File: src/rtl/licznik_synchr_updown.sv
// Synchronous modulo-MODULO up/down counter with clamped parallel load, cascade tc and wrap pulse.
// Latency: q and wrap update one clk edge after the inputs are sampled; tc is combinational from en/up/q.
// Backpressure: none; the counter accepts a new command on every rising edge.
//
// Ports:
//   clk   - single clock, all state changes on the rising edge
//   reset - synchronous active-high reset (q <= 0, wrap <= 0), highest priority
//   en    - count enable, one step per edge while high
//   up    - direction, 1 = up, 0 = down; used on the same edge it is sampled
//   load  - synchronous parallel load, beats en; d above MODULO-1 is clamped
//   d     - parallel load value
//   q     - registered count, always within 0..MODULO-1
//   tc    - terminal count for cascading: en & next step wraps
//   wrap  - registered one-cycle pulse after each count-driven wrap-around
module licznik_synchr_updown #(
   parameter int WIDTH  = 4,
   parameter int MODULO = 16
) (
   input  logic             clk,
   input  logic             reset,
   input  logic             en,
   input  logic             up,
   input  logic             load,
   input  logic [WIDTH-1:0] d,
   output logic [WIDTH-1:0] q,
   output logic             tc,
   output logic             wrap
);

   // Largest legal count value; MODULO may equal 2^WIDTH, so subtract in int first.
   localparam logic [WIDTH-1:0] MAX_VAL = WIDTH'(MODULO - 1);
   localparam logic [WIDTH-1:0] ONE     = WIDTH'(1);

   logic             at_max;
   logic             at_zero;
   logic [WIDTH-1:0] d_clamped;
   logic [WIDTH-1:0] q_next;
   logic             wrap_next;

   assign at_max    = (q == MAX_VAL);
   assign at_zero   = (q == '0);
   assign d_clamped = (d > MAX_VAL) ? MAX_VAL : d;

   // Cascade output deliberately ignores load and reset so a downstream stage
   // sees the counting condition only.
   assign tc = en & ((up & at_max) | (~up & at_zero));

   // Next-state: load beats count; a load never produces a wrap pulse, even
   // when it lands on the terminal value.
   always_comb begin
      q_next    = q;
      wrap_next = 1'b0;
      if (load) begin
         q_next = d_clamped;
      end else if (en) begin
         if (up) begin
            if (at_max) begin
               q_next    = '0;
               wrap_next = 1'b1;
            end else begin
               q_next = q + ONE;
            end
         end else begin
            if (at_zero) begin
               q_next    = MAX_VAL;
               wrap_next = 1'b1;
            end else begin
               q_next = q - ONE;
            end
         end
      end
   end

   // All bits of q and the wrap flag update together on one edge; reset also
   // discards any wrap that would otherwise have been flagged.
   always_ff @(posedge clk) begin
      if (reset) begin
         q    <= '0;
         wrap <= 1'b0;
      end else begin
         q    <= q_next;
         wrap <= wrap_next;
      end
   end

endmodule
File: config.mk
export PLATFORM = sky130hd
export DESIGN_NAME = licznik_synchr_updown
export DESIGN_NICKNAME = d
export VERILOG_FILES = /design/src/rtl/licznik_synchr_updown.sv
export SDC_FILE = /design/constraint.sdc
export NUM_CORES = 1
export LEC_CHECK = 0
export ABC_AREA = 1
export CORE_AREA = 2 2 39 41
export DETAILED_ROUTE_END_ITERATION = 10
export DIE_AREA = 0 0 41 43
export GPL_ROUTABILITY_DRIVEN = 0
export PLACE_DENSITY = 0.59
export SLEW_MARGIN = 20
export SYNTH_ARGS = -nofsm -noshare
export SYNTH_HDL_FRONTEND = slang
export SYNTH_SLANG_ARGS = --single-unit
File: constraint.sdc
create_clock -name clk -period 2.99 [get_ports clk]
set_input_delay 0.598 -clock clk [delete_from_list [all_inputs] [get_ports clk]]
set_output_delay 0.598 -clock clk [all_outputs]
set_load 0.02 [all_outputs]
==> results.md, run 1 <==
- Status: finished, final reports clean
- First-pass GRT wire length: 1414 µm
- Synth cell types: 17
- Clock skew: 2.183 ps
- Setup CP Type: in -> out
- Initial antenna violation count: 0
- Fraction of layout cells with a size suffix above 1: 11.27%
- Leak Pwr: 0.2397 nW
- Slew headroom: 79.93%
- Syn Std Cell Area: 346.6 µm²
- Area fraction of the dominant cell type after synthesis: 28.88%
- Register area share after synthesis: 28.88%
- IO Count: 15
- Clk buf depth: 2
- Hold Slack: 537.2 ps
- Hold-fix buffers, CTS: 0
- Avg Inst Size Synth: 6.539 µm²
- Clock sink count: 5
- CTS tree: yes
- CP max-delay cell: clkdlybuf4s50_1
- Syn nets: 64
- Final ANT Viol Nets: 0
- DRT Pass-1 Iters: 4
- DR DRC count: 0
- Post-detail-place hpwl: 636.1 µm
- Layout Nets: 83
- Core box area: 1384 µm²
- Critical Path RT: 2390 ps
- Clock Latency Late Sink: 240 ps
- Top cells by area, synth: dfxtp_1 29%, nand2_1 18%, nand3_1 8.7%
- Row cnt: 14
- Logic pwr share: 29.1%
- Worst vdd ir: 0.0001848 V
- R2R cell count: 8
- Initial core utilization: 25.05%
- Htree depth: 1
- Vias per Instance: 4.494
- Tmin final: 2663 ps
- Via count: 391
- Vias in the first global route: 359
- Final-layout fill cell count: 152
- Final Hold Fails: 0
- Reg-to-reg endpoint: q[3]
- Worst-path clk slew: 40 ps
- Setup violators final: 0
- Largest stage delay on the critical path: 600 ps
- Most common cell after layout, fill and taps aside: nand2_1
- Clk network pwr share: 35.7%
- Worst setup SP type: input pin
- Final Util: 38.52%
- Measured slew at the worst slew-check pin: 300.2 ps
- # resized after CTS: 0
- RR Startpoint: q[0]
- Critical Path End Type: output port
- Die Ht: 43 µm
- Critical path cell sequence: clkdlybuf4s50_1 > inv_1 > nand2_1 > nand3_1 > inv_1 > clkdlybuf4s50_1
- Routed WL per cell: 9.356 µm
- CTS root buf: clkbuf_4
- Psw: 0.00006571 W
- Ant diodes: 0
- CTS buffer count: 3
- Hold Path Class: reg -> reg
- Crit share post-route: 89.06%
- DP Worst Slack: 326.1 ps
- Total wire length: 814 µm
- Final WS setup: 327.1 ps
- Switching part of the total power: 29.85%
- RSZ-0062 raised after global routing: no
- Worst Path Arrival: 2060 ps
- Slew Limit Fails: 0
- Cell taking the most area after synthesis: dfxtp_1
- FMAX: 375.5 MHz
- Largest net degree at the start of global routing: 8
- Setup TNS: 0 ps
- Register share of total power: 35.3%
- Hold path startpoint: q[1]
- Hold Path Stages: 2
- Cell internal pwr: 0.0001544 W
- Iteration-0 DRC Markers: 14
- Postcts setup bufs: 0
- GRT Util Overall: 12.06%
- Mapped Cells: 53
- Die span in x: 41 µm
- Total die area: 1763 µm²
- Ys Warns: 0
- Max Cap Viol: 0
- Number of buffers added on ports: 14
- Worst Path Max Fanout: 4
- Most frequent cells in the layout: 17 x nand2_1, 14 x clkdlybuf4s50_1, 7 x inv_1
- Register bit total from synthesis: 5
- Area growth, synth to finish: 53.79%
- Power per cell area: 413.0 nW/µm²
- Placed Area: 506.7 µm²
- Grt total ovfl: 0
- Hold Path Sink: q[1]
- R2R setup slack: 1680 ps
- Design area: 533.0 µm²
==> flip-flops by register name (all words and copies together), names as in the netlist <==
name  count
q         4
wrap      1
==> worst max-delay path, delay by kind of cell <==
kind | cells | cell delay (ps)
simple gates | 2 | 160
buf+inv | 4 | 1310
==> final cells by class <==
| class | instances | area (µm²) | area share [%] |
|---|---|---|---|
| Multi-Input combinational cell | 40 | 216.5 | 40.61 |
| Timing Repair Buffer | 14 | 140.1 | 26.29 |
| Sequential cell | 5 | 100.1 | 18.78 |
| Inverter | 8 | 30.03 | 5.634 |
| Clock buffer | 4 | 26.28 | 4.930 |
| Tap cell | 16 | 20.02 | 3.756 |
==> through the flow <==
stage,total power [W],instances
final,0.0002201,87
after global routing,0.0002377,87
after CTS,0.0002247,87
after detailed placement,0.0001425,83
after global placement,0.0001432,83
after floorplan,0.0001134,53
==> kinds of logic (layout without fill, tap and decap cells) <==
kind of cell | Yosys count | count (layout) | share of synthesized area [%]
AO/OA/AOI/OAI | 7 | 7 | 14.08
XOR/XNOR | 2 | 2 | 5.055
adder cells (fa/ha/maj) | 2 | 2 | 7.219
buffers and inverters | 8 | 26 | 8.665
flip-flops | 5 | 5 | 28.88
AND/OR/NAND/NOR | 29 | 29 | 36.10
==> cells in the mapped netlist <==
library cell	n
nand2_1	17
inv_1	7
nand3_1	6
dfxtp_1	5
a21oi_1	2
a22oi_1	2
ha_1	2
nor2_1	2
nor2_2	2
a21oi_2	1
a31o_2	1
a31oi_1	1
inv_2	1
nand4_1	1
nor3_1	1
xnor2_1	1
xor2_1	1
==> worst max-delay path by stage <==
stage               cells past startpoint  from  end
floorplan                               6  q[0]   tc
global placement                        6    up   tc
detailed placement                      6    up   tc
CTS                                     6    up   tc
global route                            6    up   tc
finish                                  6    up   tc
==> power groups by stage <==
stage          sequential (W)  clock (W)  combinational [W]
2_1_floorplan       0.0000830          0          0.0000304
3_3_place_gp        0.0000788          0          0.0000644
3_5_place_dp        0.0000788          0          0.0000636
4_1_cts             0.0000776  0.0000831          0.0000640
5_1_grt             0.0000785  0.0000873          0.0000719
6_report            0.0000777  0.0000785          0.0000639
==> per-layer routing <==
| layer | wire length, µm | track usage (%) |
|---|---|---|
| met4 | 4 | 10.00 |
| met3 | 47 | 3.665 |
| met2 | 364 | 15.00 |
| met1 | 397 | 16.13 |
| met5 | 0 | 0 |
(Power assumes the default switching activity.)
==> run 2: changes to the inputs <==
Settings changed: CAP_MARGIN set to 20.
==> results of run 2 <==
The final DEF is identical to that of run 1; final timing and power are the same.
